`config.mk`:
```
export PLATFORM = sky130hd
export DESIGN_NAME = line_address_composer_flat
export DESIGN_NICKNAME = d
export VERILOG_FILES = /design/src/rtl/line_address_composer_pkg.sv /design/src/rtl/line_address_composer_if.sv /design/src/rtl/line_address_composer_beat_counter.sv /design/src/rtl/line_address_composer.sv /design/src/flat_wrapper.sv
export SDC_FILE = /design/constraint.sdc
export NUM_CORES = 1
export LEC_CHECK = 0
export ABC_CLOCK_PERIOD_IN_PS = 1500
export CAP_MARGIN = 15
export CORE_MARGIN = 1
export CORE_UTILIZATION = 36
export CTS_BUF_LIST = sky130_fd_sc_hd__clkbuf_4
export DETAILED_ROUTE_END_ITERATION = 10
export PLACE_DENSITY = 0.77
export SETUP_SLACK_MARGIN = 0.3
export SLEW_MARGIN = 15
export SYNTH_ARGS = -nofsm -noshare
export SYNTH_HDL_FRONTEND = slang
export SYNTH_SLANG_ARGS = --single-unit
```
`constraint.sdc`:
```
create_clock -name clk -period 1.5 [get_ports clk]
set_input_delay 0.225 -clock clk [delete_from_list [all_inputs] [get_ports clk]]
set_output_delay 0.225 -clock clk [all_outputs]
set_load 0.02 [all_outputs]
```
`src/rtl/line_address_composer_pkg.sv`:
```
// Shared cache address geometry and the line burst FSM state encoding.
package cache_pkg;
  localparam int unsigned TAG_W  = 28;
  localparam int unsigned SET_W  = 2;
  localparam int unsigned OFF_W  = 2;
  localparam int unsigned ADDR_W = TAG_W + SET_W + OFF_W;

  typedef enum logic [1:0] {
    IDLE  = 2'd0,
    BURST = 2'd1,
    DONE  = 2'd2
  } state_t;
endpackage

```
`src/rtl/line_address_composer_if.sv`:
```
// Request channel from the cache controller, beat channel to memory, plus burst status.
interface line_address_composer_if;
  import cache_pkg::*;

  logic               req_valid;
  logic               req_ready;
  logic [TAG_W-1:0]   req_tag;
  logic [SET_W-1:0]   req_set;
  logic [OFF_W-1:0]   req_offset;
  logic               req_write;
  logic               mem_valid;
  logic               mem_ready;
  logic [ADDR_W-1:0]  mem_addr;
  logic               mem_write;
  logic               mem_last;
  logic [OFF_W-1:0]   beat_offset;
  logic               done;
  logic               busy;

  modport slave (
    input  req_valid, req_tag, req_set, req_offset, req_write, mem_ready,
    output req_ready, mem_valid, mem_addr, mem_write, mem_last, beat_offset, done, busy
  );

  modport master (
    output req_valid, req_tag, req_set, req_offset, req_write, mem_ready,
    input  req_ready, mem_valid, mem_addr, mem_write, mem_last, beat_offset, done, busy
  );
endinterface

```
`src/rtl/line_address_composer_beat_counter.sv`:
```
// Wrapping critical-word-first offset plus a separate beat count that flags the final beat.
module line_beat_counter
  import cache_pkg::*;
(
  input  logic             clk,
  input  logic             rst,
  input  logic             i_load,
  input  logic [OFF_W-1:0] i_load_offset,
  input  logic             i_advance,
  output logic [OFF_W-1:0] o_offset,
  output logic             o_last
);
  logic [OFF_W-1:0] r_offset;
  logic [OFF_W-1:0] r_count;

  // Offset wraps by plain truncation; the count alone decides the last beat.
  always_ff @(posedge clk) begin
    if (rst) begin
      r_offset <= '0;
      r_count  <= '0;
    end else if (i_load) begin
      r_offset <= i_load_offset;
      r_count  <= '0;
    end else if (i_advance) begin
      r_offset <= r_offset + 1'b1;
      r_count  <= r_count + 1'b1;
    end
  end

  assign o_offset = r_offset;
  assign o_last   = (r_count == '1);
endmodule

```
`src/rtl/line_address_composer.sv`:
```
// Rebuilds line addresses {tag, set, offset} and issues one cache line as a wrapping burst.
module line_address_composer
  import cache_pkg::*;
(
  input  logic clk,
  input  logic rst,
  line_address_composer_if.slave bus
);
  state_t             r_state;
  logic [TAG_W-1:0]   r_tag;
  logic [SET_W-1:0]   r_set;
  logic               r_write;
  logic               r_mem_valid;
  logic               r_done;
  logic               r_busy;
  logic               w_accept;
  logic               w_beat;
  logic               w_last;
  logic [OFF_W-1:0]   w_offset;

  assign w_accept = bus.req_valid && bus.req_ready;
  assign w_beat   = r_mem_valid && bus.mem_ready;

  line_beat_counter u_beat_counter (
    .clk           (clk),
    .rst           (rst),
    .i_load        (w_accept),
    .i_load_offset (bus.req_offset),
    .i_advance     (w_beat),
    .o_offset      (w_offset),
    .o_last        (w_last)
  );

  always_ff @(posedge clk) begin
    if (rst) begin
      r_state     <= IDLE;
      r_tag       <= '0;
      r_set       <= '0;
      r_write     <= 1'b0;
      r_mem_valid <= 1'b0;
      r_done      <= 1'b0;
      r_busy      <= 1'b0;
    end else begin
      case (r_state)
        IDLE: begin
          r_done <= 1'b0;
          if (w_accept) begin
            r_state     <= BURST;
            r_tag       <= bus.req_tag;
            r_set       <= bus.req_set;
            r_write     <= bus.req_write;
            r_mem_valid <= 1'b1;
            r_busy      <= 1'b1;
          end
        end
        BURST: begin
          if (w_beat && w_last) begin
            r_state     <= DONE;
            r_mem_valid <= 1'b0;
            r_done      <= 1'b1;
          end
        end
        DONE: begin
          r_state <= IDLE;
          r_done  <= 1'b0;
          r_busy  <= 1'b0;
        end
        default: begin
          r_state     <= IDLE;
          r_mem_valid <= 1'b0;
          r_done      <= 1'b0;
          r_busy      <= 1'b0;
        end
      endcase
    end
  end

  // Only the request side looks at rst directly, so nothing is accepted during reset.
  assign bus.req_ready   = (r_state == IDLE) && !rst;
  assign bus.mem_valid   = r_mem_valid;
  assign bus.mem_addr    = {r_tag, r_set, w_offset};
  assign bus.mem_write   = r_write;
  assign bus.mem_last    = r_mem_valid && w_last;
  assign bus.beat_offset = w_offset;
  assign bus.done        = r_done;
  assign bus.busy        = r_busy;
endmodule

```
`src/flat_wrapper.sv`:
```
// flat-port wrapper written by rule: the top's interface ports become plain ports
module line_address_composer_flat import cache_pkg::*;
  (clk, rst, bus_req_valid, bus_req_tag, bus_req_set, bus_req_offset, bus_req_write, bus_mem_ready, bus_req_ready, bus_mem_valid, bus_mem_addr, bus_mem_write, bus_mem_last, bus_beat_offset, bus_done, bus_busy);
  line_address_composer_if bus_i ();
  input  logic clk;
  input  logic rst;
  input wire logic [$bits(bus_i.req_valid)-1:0] bus_req_valid;
  input wire logic [$bits(bus_i.req_tag)-1:0] bus_req_tag;
  input wire logic [$bits(bus_i.req_set)-1:0] bus_req_set;
  input wire logic [$bits(bus_i.req_offset)-1:0] bus_req_offset;
  input wire logic [$bits(bus_i.req_write)-1:0] bus_req_write;
  input wire logic [$bits(bus_i.mem_ready)-1:0] bus_mem_ready;
  output wire logic [$bits(bus_i.req_ready)-1:0] bus_req_ready;
  output wire logic [$bits(bus_i.mem_valid)-1:0] bus_mem_valid;
  output wire logic [$bits(bus_i.mem_addr)-1:0] bus_mem_addr;
  output wire logic [$bits(bus_i.mem_write)-1:0] bus_mem_write;
  output wire logic [$bits(bus_i.mem_last)-1:0] bus_mem_last;
  output wire logic [$bits(bus_i.beat_offset)-1:0] bus_beat_offset;
  output wire logic [$bits(bus_i.done)-1:0] bus_done;
  output wire logic [$bits(bus_i.busy)-1:0] bus_busy;
  assign bus_i.req_valid = bus_req_valid;
  assign bus_i.req_tag = bus_req_tag;
  assign bus_i.req_set = bus_req_set;
  assign bus_i.req_offset = bus_req_offset;
  assign bus_i.req_write = bus_req_write;
  assign bus_i.mem_ready = bus_mem_ready;
  assign bus_req_ready = bus_i.req_ready;
  assign bus_mem_valid = bus_i.mem_valid;
  assign bus_mem_addr = bus_i.mem_addr;
  assign bus_mem_write = bus_i.mem_write;
  assign bus_mem_last = bus_i.mem_last;
  assign bus_beat_offset = bus_i.beat_offset;
  assign bus_done = bus_i.done;
  assign bus_busy = bus_i.busy;
  line_address_composer u_core (.clk(clk), .rst(rst), .bus(bus_i));
endmodule
```
==> impl_metrics.yaml <==
run_status:
  status: "complete, no violations"
final_layout:
  ff_latch_area_um2: 810
  multi_input_area_um2: 629
  area_growth_pct: 57.7
  nFillCells: 353
  final_cells: 309
  final_layout_size_suffix_gt1_frac: 0.291
  n_antenna_cell: 0
  fin_nets: 299
  fin_util: 0.611
  final_area_um2: 2310
drt:
  routed_wl_mm: 3.77
  ant_nets: 0
  drtIter0Drc: 70
  drc_errors: 0
  drtPass1Iterations: 4
  vias: 1442
  wl_per_cell_um: 12.2
  via_per_inst: 4.67
synth:
  ys_top_cells_by_count: "nand2_1 (66), dfxtp_1 (40), a21oi_1 (31), nor2_1 (6), buf_2 (5)"
  synth-edff-count: 0
  synth_top_cell_by_area: "dfxtp_1"
  netlist_instances: 176
  ys_async_sr_fraction: 0
  synth_area_um2: 1460
  ys_ff_latch: 40
  synthTopCellsByArea: "dfxtp_1 (55%), nand2_1 (17%), a21oi_1 (11%)"
  synth_seq_area_share: 0.547
  yosys_warnings: 0
  synth.most_common_cell: "nand2_1"
  synth.avg_cell_area_um2: 8.31
  synth.distinct_cells: 22
  synth_ff_type: "dfxtp_1"
  synth_top_area_share: 0.547
  synthesis.nets: 214
cts:
  clockBufferDepth: 2
  clk_latency_ps: 340
  clk_pin_slew_ps: 110
  numCtsBuffers: 5
  cts_tree: "done"
  cts-root-buf: "clkbuf_4"
  htreeDepth: 2
  hold_buffers: 0
  cts_num_sinks: 40
die:
  coreArea_um2: 3770
  die_w_um: 65.7
  initial_core_util: 0.388
  die_area_um2: 4320
  num_rows: 22
  io_pins: 77
  die_h_um: 65.7
power:
  p_comb_frac: 0.212
  power.leakage_uw: 0.00100
  p_seq_frac: 0.547
  p_switching_uw: 569
  clkPwrFrac: 0.241
  p_per_area_nw_per_um2: 911
  p_int_uw: 1530
  power.total_uw: 2100
  ir_worst_vdd_mv: 0.636
  switching_share: 0.271
global_route:
  antenna_found_initial: 0
  grt_pass1_vias: 1367
  grt.overflow.total: 0
  track_usage: 0.182
  grt_max_degree: 38
  grt_pass1_wl_mm: 6.00
setup_path:
  end_kind: "register"
  worstPathRequired_ps: 1730
  slowest_stage: "or4b_4"
  critical_path_arrival_ps: 1610
  startpoint_type: "register"
  critPathMaxFanout: 17
  critPathKind: "reg2reg"
  crit_chain: "or4b_4 -> buf_12 -> nor2_1 -> a211oi_2"
  cpPeakStageDelay_ps: 530
placed_design:
  port_buffers: 76
  gp_congestion: 0.700
  place_area_um2: 2280
  hpwl_mm: 2.48
  dp.cells: 295
timing:
  slew_viol_final: 0
  fmax_mhz: 722
  finalCriticalPeriod_ps: 1380
  slew_headroom: 0.802
  worstMarginPinSlew_ps: 298
  rsz0062_at_grt: "yes"
  finalCritPeriodShare: 0.923
  finalHoldViolCount: 0
  tns_ps: 0
  setup_viol: 0
  finalClockSkew_ps: 6.79
hold_path:
  min_path_type: "in2reg"
job:
  cap_violations: 0
-- worst max-delay path: cells and delay by family, from the launching register on --
| kind | cells | cell delay (ps) |
|---|---|---|
| compound gates | 1 | 60 |
| buf+inv | 1 | 180 |
| flops | 1 | 380 |
| simple gates | 2 | 660 |
-- path summary, 6_finish.rpt --
check	from	end	slack [ps]	cells after the start
worst max register to register	u_core.r_state[1]$_SDFFE_PP0P_	u_core.u_beat_counter.o_offset[0]$_SDFFE_PP0P_	120	4
worst max-delay path	u_core.r_state[1]$_SDFFE_PP0P_	u_core.u_beat_counter.o_offset[0]$_SDFFE_PP0P_	120	4
worst min-delay path	bus_req_tag[26]	u_core.r_tag[26]$_SDFFE_PP0P_	420	3
worst min register to register	u_core.bus.busy$_SDFFE_PP0P_	u_core.bus.busy$_SDFFE_PP0P_	450	2
-- repair_timing --
item                                    CTS  global route
pin swaps                                 3             2
setup buffers                             3             3
cloned                                    1             0
resized for setup                       160            29
endpoints found under the setup margin   79            61
hold endpoints to repair                  0             0
-- through the flow --
step / setup slack [ps] / hold WS [ps]
after floorplan: 151 / 361
after global placement: -270 / 437
after detailed placement: -304 / 437
after CTS: 132 / 398
after global routing: 91.0 / 411
final: 115 / 422
-- cells in the final DEF, fill, tap and decap left out, types with 2 or more instances in the layout --
cell type,count
nand2_1,66
clkdlybuf4s50_1,35
buf_2,35
dfxtp_1,35
a21oi_1,30
buf_4,7
nor2_1,6
clkbuf_4,6
buf_6,6
dfxtp_2,4
xor2_1,3
buf_8,3
clkdlybuf4s15_2,3
nor3_1,2
a211oi_2,2
nor3_2,2
and3_1,2
-- metal layers --
metal / wire [um] / GRT usage
met1: 1640 / 0.200
met5: 0 / 0
met3: 223 / 0.0642
met2: 1870 / 0.328
met4: 41 / 0.0489
-- area by class of cell --
class / count / area share
tap: 48 / 0.0260
multi-input combinational: 123 / 0.273
sequential: 40 / 0.351
clock inverter: 1 / 0.00217
timing repair buffer: 91 / 0.328
clock buffer: 6 / 0.0195
-- state kept, by name, indices dropped and copies added (netlist names) --
name	flops
u_core.u_beat_counter.o_offset	2
u_core.bus.done	1
u_core.bus.mem_valid	1
u_core.u_beat_counter.r_count	2
u_core.r_set	2
u_core.bus.busy	1
u_core.r_tag	28
u_core.bus.mem_write	1
u_core.r_state	2
-- logic make-up after synthesis --
| kind of cell | share of synthesized area |
|---|---|
| AO/OA/AOI/OAI | 0.132 |
| XOR/XNOR | 0.0180 |
| adder cells (fa/ha/maj) | 0.00855 |
| buffers and inverters | 0.0505 |
| flip-flops | 0.547 |
| multiplexers | 0.00684 |
| AND/OR/NAND/NOR | 0.237 |
-- power by group through the flow --
stage	combinational (uW)	clock [uW]	sequential [uW]
floorplan	149	0	1240
global placement	442	0	1170
detailed placement	448	0	1170
CTS	446	539	1150
global route	481	584	1160
finish	445	506	1150
No activity file was read; power rests on OpenSTA's default activity.
